$ cat config.mk
export PLATFORM = sky130hd
export DESIGN_NAME = macc_arbiter
export DESIGN_NICKNAME = d
export VERILOG_FILES = /design/src/rtl/macc_arbiter.sv
export SDC_FILE = /design/constraint.sdc
export NUM_CORES = 1
export LEC_CHECK = 0
export ABC_AREA = 1
export BUFFER_PORTS_ARGS = -buffer_cell sky130_fd_sc_hd__clkbuf_2
export CORE_MARGIN = 2
export CORE_UTILIZATION = 47
export CTS_CLUSTER_SIZE = 30
export DETAILED_ROUTE_END_ITERATION = 8
export HOLD_SLACK_MARGIN = 0.05
export PLACE_DENSITY = 0.77
export SLEW_MARGIN = 15
export SYNTH_ARGS = -nofsm -noshare
export SYNTH_HDL_FRONTEND = slang
export SYNTH_SLANG_ARGS = --single-unit
$ cat constraint.sdc
create_clock -name CLK -period 3.65 [get_ports CLK]
set_input_delay 0.5475 -clock CLK [delete_from_list [all_inputs] [get_ports CLK]]
set_output_delay 0.5475 -clock CLK [all_outputs]
set_load 0.03 [all_outputs]
$ cat src/rtl/macc_arbiter.sv
// macc_arbiter: round-robin arbiter sharing one multiply-add-subtract unit; define MACC_ARBITER_STATS_EN for the handshake counter
module macc_arbiter #(
  parameter int NREQ  = 4,
  parameter int W     = 8,
  parameter int ADD_K = 17,
  parameter int SUB_K = 21
) (
  input  logic                    CLK,
  input  logic                    RST,
  input  logic [NREQ-1:0]         REQ_VALID,
  output logic [NREQ-1:0]         REQ_READY,
  input  logic [NREQ*W-1:0]       REQ_A,
  input  logic [NREQ*W-1:0]       REQ_B,
  output logic                    RES_VALID,
  input  logic                    RES_READY,
  output logic [W-1:0]            RES_DATA,
  output logic [$clog2(NREQ)-1:0] RES_ID,
  output logic [15:0]             STAT_COUNT
);
  localparam int IW = $clog2(NREQ);
  localparam logic [1:0] IDLE = 2'd0, COMPUTE = 2'd1, HOLD = 2'd2;
  logic [1:0] state_q, state_d;
  logic [IW-1:0] last_q, last_d, id_q, id_d, res_id_q, res_id_d, gnt_idx;
  logic [W-1:0] a_q, a_d, b_q, b_d, res_data_q, res_data_d;
  logic res_valid_q, res_valid_d, armed_q, gnt_found, xfer;
  // round-robin search; scanning downward lets the nearest requester after last_q win
  always_comb begin
    gnt_found = 1'b0;
    gnt_idx = '0;
    for (int k = NREQ; k >= 1; k--)
      if (REQ_VALID[IW'((int'(last_q) + k) % NREQ)]) begin
        gnt_found = 1'b1;
        gnt_idx = IW'((int'(last_q) + k) % NREQ);
      end
  end
  assign REQ_READY = (armed_q && state_q == IDLE && gnt_found) ? NREQ'(1) << gnt_idx : '0;
  assign xfer = |REQ_READY;
  // capture operands on a grant, compute in COMPUTE, hold the result until taken
  always_comb begin
    state_d = state_q;
    last_d = last_q;
    id_d = id_q;
    a_d = a_q;
    b_d = b_q;
    res_valid_d = res_valid_q;
    res_data_d = res_data_q;
    res_id_d = res_id_q;
    if (state_q == IDLE && xfer) begin
      state_d = COMPUTE;
      last_d = gnt_idx;
      id_d = gnt_idx;
      a_d = REQ_A[gnt_idx*W +: W];
      b_d = REQ_B[gnt_idx*W +: W];
    end else if (state_q == COMPUTE) begin
      state_d = HOLD;
      res_valid_d = 1'b1;
      res_data_d = W'(a_q * b_q) + W'(ADD_K) - W'(SUB_K);
      res_id_d = id_q;
    end else if (state_q != IDLE && (state_q != HOLD || RES_READY)) begin
      state_d = IDLE;
      res_valid_d = 1'b0;
    end
  end
  // state registers; armed_q keeps REQ_READY low until the first edge after reset
  always_ff @(posedge CLK or posedge RST) begin
    if (RST) begin
      state_q <= IDLE;
      last_q <= IW'(NREQ - 1);
      id_q <= '0;
      a_q <= '0;
      b_q <= '0;
      res_valid_q <= 1'b0;
      res_data_q <= '0;
      res_id_q <= '0;
      armed_q <= 1'b0;
    end else begin
      state_q <= state_d;
      last_q <= last_d;
      id_q <= id_d;
      a_q <= a_d;
      b_q <= b_d;
      res_valid_q <= res_valid_d;
      res_data_q <= res_data_d;
      res_id_q <= res_id_d;
      armed_q <= 1'b1;
    end
  end
  assign RES_VALID = res_valid_q;
  assign RES_DATA = res_data_q;
  assign RES_ID = res_id_q;
`ifdef MACC_ARBITER_STATS_EN
  logic [15:0] stat_q, stat_d;
  // saturating count of result handshakes
  always_comb stat_d = (res_valid_q && RES_READY && stat_q != 16'hFFFF) ? stat_q + 16'd1 : stat_q;
  // counter register
  always_ff @(posedge CLK or posedge RST) begin
    if (RST) stat_q <= '0;
    else stat_q <= stat_d;
  end
  assign STAT_COUNT = stat_q;
`else
  assign STAT_COUNT = '0;
`endif
endmodule

# After elaboration in Yosys (flattened, before gate mapping)
# Index checks and enable logic that the tools add are counted.
[word_totals]
regBits = 34
latch_bits = 0
mem_bits_rw = 0
mem_bits_ro = 0
wordCells = 64
mem_count = 0
[classes]
add_sub_neg = 6
multipliers = 1
div_mod_pow = 0
magnitude_cmp = 4
n_eq_ne = 2
shift = 3
n_mux = 26
bitwise_logic = 1
reduce_logical = 12
[op_table]
columns = ["cell", "count"]
rows = [
  ["variable part select 32 x 6 -> 8 bit", 2],
  ["less-than comparator 2 x 4 -> 1 bit (second input constant)", 4],
  ["2-to-1 mux 1 bit", 14],
  ["2-to-1 mux 2 bit", 7],
  ["adder 8 x 5 -> 8 bit (second input constant)", 1],
  ["binary-select mux 1 bit (select 2 bit)", 4],
  ["multiplier 8 x 8 -> 8 bit", 1],
  ["subtractor 8 x 5 -> 8 bit (second input constant)", 1],
  ["adder 2 x 1 -> 2 bit (second input constant)", 2],
  ["adder 2 bit (second input constant)", 2],
  ["logical AND 1 bit", 4],
  ["2-to-1 mux 4 bit", 1],
  ["AND reduction 2 bit", 2],
  ["nonzero test 2 bit", 2],
  ["OR reduction 4 bit", 1],
  ["left shift 1 x 2 -> 4 bit (first input constant)", 1],
  ["nonzero test 3 bit", 1],
  ["== test 2 x 1 -> 1 bit (second input constant)", 1],
  ["zero test 2 bit", 1],
  ["!= test 2 bit (second input constant)", 1],
  ["logical OR 1 bit", 1],
  ["NOT 1 bit", 1],
]

# Logic depth before layout (Yosys ltp)
[logic_depth]
word_depth = 14
depth_mapped = 18

# Least setup slack after synthesis
# Ideal clock, no wire load.
[synth_timing]
path_kind = "reg2reg"
startpoint = "register b_q[1]"
endpoint = "register res_data_q[7], in the netlist RES_DATA[7]"
arrival_ns = 3.788
required_ns = 3.532
slack_ns = -0.255
path_stages_with_launch = 18
n_path_buf = 1
synth_period_minus_slack_ns = 3.905
cell_sequence = "dfrtp_1 -> clkbuf_1 -> nand2_1 -> fa_1 -> inv_1 -> fa_1 -> fa_1 -> inv_1 -> fa_1 -> inv_1 -> ha_1 -> a21oi_1 -> nand2_1 -> xor2_1 -> xnor2_1 -> nand3_1 -> nand3_1 -> nand2_1"
[synth_via]
elab_chain_len = 3
[synth_rtl]
columns = ["element", "line_no", "source"]
rows = [
  ["start: declaration", "24", "logic [W-1:0] a_q, a_d, b_q, b_d, res_data_q, res_data_d;"],
  ["start signal: assignment", "71", "b_q <= '0;"],
  ["start signal: assignment", "81", "b_q <= b_d;"],
  ["multiplier 8 x 8 -> 8 bit", "57", "res_data_d = W'(a_q * b_q) + W'(ADD_K) - W'(SUB_K);"],
  ["adder 8 x 5 -> 8 bit", "57", ""],
  ["subtractor 8 x 5 -> 8 bit", "57", ""],
  ["end signal: assignment", "83", "res_data_q <= res_data_d;"],
  ["end: declaration", "24", ""],
]
# Every way passes these cells.
# A chain may end at the register's enable or synchronous reset.

# Worst setup path after layout
[layout_timing]
startpoint = "register a_q[4]"
endpoint = "register res_data_q[7], in the netlist RES_DATA[7]"
[layout_via]
elab_chain_len = 3
[layout_rtl]
columns = ["element", "line_no", "source"]
rows = [
  ["start: declaration", "24", ""],
  ["start signal: assignment", "70", "a_q <= '0;"],
  ["start signal: assignment", "80", "a_q <= a_d;"],
  ["multiplier 8 x 8 -> 8 bit", "57", ""],
  ["adder 8 x 5 -> 8 bit", "57", ""],
  ["subtractor 8 x 5 -> 8 bit", "57", ""],
]
# Every way passes these cells.

==> run_results.csv <==
group,metric,value,unit
synth,synthCells,491,
setup_path,rr_worst_depth,16,
sta,setup_ws,-0.0859,ns
sta,slew_viol_final,0,
clock_tree,cts_max_level,2,
grt,grt_first_pass_wirelength,12800,um
sta,fmax,268,MHz
clock_tree,numCtsBuffers,5,
setup_path,setup.worst_path.start_class,"register",
setup_path,arrival,3.93,ns
grt,grt_pass1_vias,3003,
clock_tree,cts_hold_buffers,0,
route,num_vias,3164,
floorplan,die_x,87.2,um
sta,skew,0.00738,ns
placement,place_inst,652,
setup_path,cpMostUsedCell,"fa_1",
floorplan,io_pins,102,
clock_tree,cts.reportedPaths.clkPinSlew,0.08,ns
setup_path,r2r_start,"a_q[4]",
setup_path,crit_type,"reg2reg",
floorplan,num_rows,30,
placement,gp_congestion,0.935,
setup_path,reg2reg_to,"RES_DATA[7]",
synth,seq_area_frac_synth,0.262,
route,post-route-drc-count,0,
setup_path,worstPathRequired,3.85,ns
final_layout,drive_gt1_frac,0.240,
route,wire_per_inst,11.3,um
setup_path,crit_chain,"nand2_2, fa_1, inv_1, fa_1, fa_1, inv_1, fa_1, inv_2, ha_4, a21oi_2, nand2_1, xor2_1, xnor2_1, nand3_1, nand3_1, nand2_1",
clock_tree,root_buffer,"clkbuf_8",
flow_run,drv_cap,0,
route,viasPerCell,4.77,
synth,ys_ff_latch,34,
sta,holdWs,0.317,ns
placement,dp_hpwl,5940,um
clock_tree,clkSinkCount,34,
route,ant_nets,0,
outcome,violations,"negative setup slack",
sta,min_period,3.74,ns
clock_tree,cts_tree,"yes",
final_layout,antenna_cells,0,
setup_path,worst_setup_path_end_kind,"register",
final_layout,stdcell_count,663,
synth,yosys_warnings,0,
sta,finalSetupViolations,1,
clock_tree,cts_buffer_depth,2,
setup_path,max_stage_delay,0.53,ns
grt,antenna_found_initial,0,
final_layout,nets,680,
floorplan,die_area,7600,um2
route,dr.pass1.iters,4,
sta,max_slew_margin,0.362,
sta,worst_pin_slew,0.951,ns
floorplan,die_y,87.2,um
sta,rsz0062_at_grt,"true",
floorplan,core,6760,um2
synth,syn-mean-instance-area,6.62,um2
route,drt_iter0_markers,108,
floorplan,initial_core_util,0.481,
placement,io_buffers,85,
setup_path,r2r_slack,-0.09,ns
route,routed_wl,7500,um
grt,grt_use_total,0.209,
setup_path,path_max_fanout,4,
synth,syn_area,3250,um2
sta,finalCritPeriodShare,1.02,
outcome,outcome,"finished with violations",
sta,final-hold-violation-count,0,
clock_tree,clk_latency,0.30,ns
setup_path,critical_path.slowest_cell,"fa_1",
grt,grt_max_degree,35,
synth,yosysUniqueCellTypes,30,
worst_hold_path,worst_hold_path_type,"in2async",
final_layout,fillCellCount,648,
grt,overflow,0,
final_layout,syn_to_final_growth,20.1,%
[cell type report]
class                      instances  area, um2  area share
clock buffer                       5       68.8      0.0176
sequential                        34        856       0.219
clock inverter                     3       68.8      0.0176
inverter                          55        214      0.0548
multi-input combinational        379       2010       0.514
tap                               80        100      0.0256
timing repair buffer             107        591       0.151
[cells in the final DEF, fill, tap and decap left out, types with 2 or more instances in the layout]
master     instances
inv_1             46
o21ai_0            7
buf_4             22
dfrtp_1           30
conb_1            17
clkbuf_8           5
a21oi_1            4
inv_2              6
xor2_1             3
nor2_1             5
xnor2_1            8
bufinv_16          2
ha_1               8
clkbuf_2          85
ha_4               2
o21ai_1            4
nand3_1           38
nor3_2             2
fa_1              16
nand2_2            4
nand2_4            2
dfrtp_2            2
dfstp_2            2
nand4_1            2
nand2_1          250
[critical path: cells and delay by family (launching register included)]
family                   cells  cell delay [ns]
adder cells (fa/ha/maj)      5             2.20
AO/OA/AOI/OAI                1             0.13
AND/OR/NAND/NOR              5             0.40
flip-flops                   1             0.41
buffers and inverters        3             0.15
XOR/XNOR                     2             0.36
[timing repair]
action / in CTS / in global routing
pin swaps: 0 / 1
resized for setup: 2 / 2
setup buffers: 2 / 1
setup endpoints to repair: 1 / 3
gates cloned: 0 / 0
[flip-flops by register name, indices dropped and copies added, names as in the netlist]
signal	cells
RES_DATA	8
a_q	8
b_q	8
RES_ID	2
id_q	2
last_q	2
state_q	2
RES_VALID	1
armed_q	1
[metrics by stage]
stage,setup TNS (ns),utilization,area [um2],setup WS (ns)
finish,-0.0859,0.578,3910,-0.0859
global route,-0.377,0.578,3910,-0.303
CTS,-0.0910,0.577,3900,-0.0910
detailed placement,-0.136,0.552,3730,-0.136
global placement,-0.0299,0.552,3730,-0.0299
floorplan,0,-,3340,0.0199
[cell usage after synthesis]
library cell  count  share of area
a21oi_1           5         0.0077
buf_2             9          0.014
nor2_1            5         0.0058
buf_4            18          0.042
xor2_1            3         0.0081
fa_1             17           0.10
nand3_4           1         0.0054
dfstp_2           2          0.016
inv_2             4         0.0046
nand4_1           2         0.0038
o21ai_1           4         0.0062
buf_6             6          0.021
nand2_4           2         0.0069
nand3b_1          1         0.0023
and3_1            1         0.0019
nand2_1         251           0.29
inv_4             1         0.0019
and2_1            1         0.0019
xnor2_1           8          0.022
nand3_1          38          0.058
nor3_2            2         0.0062
clkbuf_1          5         0.0058
o21ai_0           7          0.011
conb_1            2         0.0023
ha_1             10          0.038
dfrtp_1          32           0.25
nand2_2           3         0.0058
inv_6             1         0.0027
nand2b_1          1         0.0019
inv_1            49          0.057
[routing by layer]
metal / track usage / vias up / share of wire
met2: 0.381 / 111 / 0.49
met1: 0.256 / 1413 / 0.45
met5: 0 / - / 0
li1: - / 1626 / -
met4: 0.0559 / 0 / 0.013
met3: 0.0322 / 14 / 0.049
[cell families after synthesis]
family / count (synthesis) / synth area share
AO/OA/AOI/OAI: 16 / 0.0246
XOR/XNOR: 11 / 0.0296
adder cells (fa/ha/maj): 27 / 0.143
buffers and inverters: 93 / 0.148
flip-flops: 34 / 0.262
other: 2 / 0.00231
AND/OR/NAND/NOR: 308 / 0.390
[worst max-delay path by stage]
stage / slack, ns / depth (start not counted) / from / to
after floorplan: 0.02 / 16 / b_q[2] / RES_DATA[7]
after global placement: -0.03 / 16 / b_q[2] / RES_DATA[7]
after detailed placement: -0.14 / 16 / b_q[2] / RES_DATA[7]
after CTS: -0.09 / 16 / b_q[2] / RES_DATA[7]
after global routing: -0.30 / 16 / a_q[4] / RES_DATA[7]
final: -0.09 / 16 / a_q[4] / RES_DATA[7]
Power is left out: the tool's default activity adds up to more than one toggle a clock period on the data nets, which glitch-free logic cannot reach.
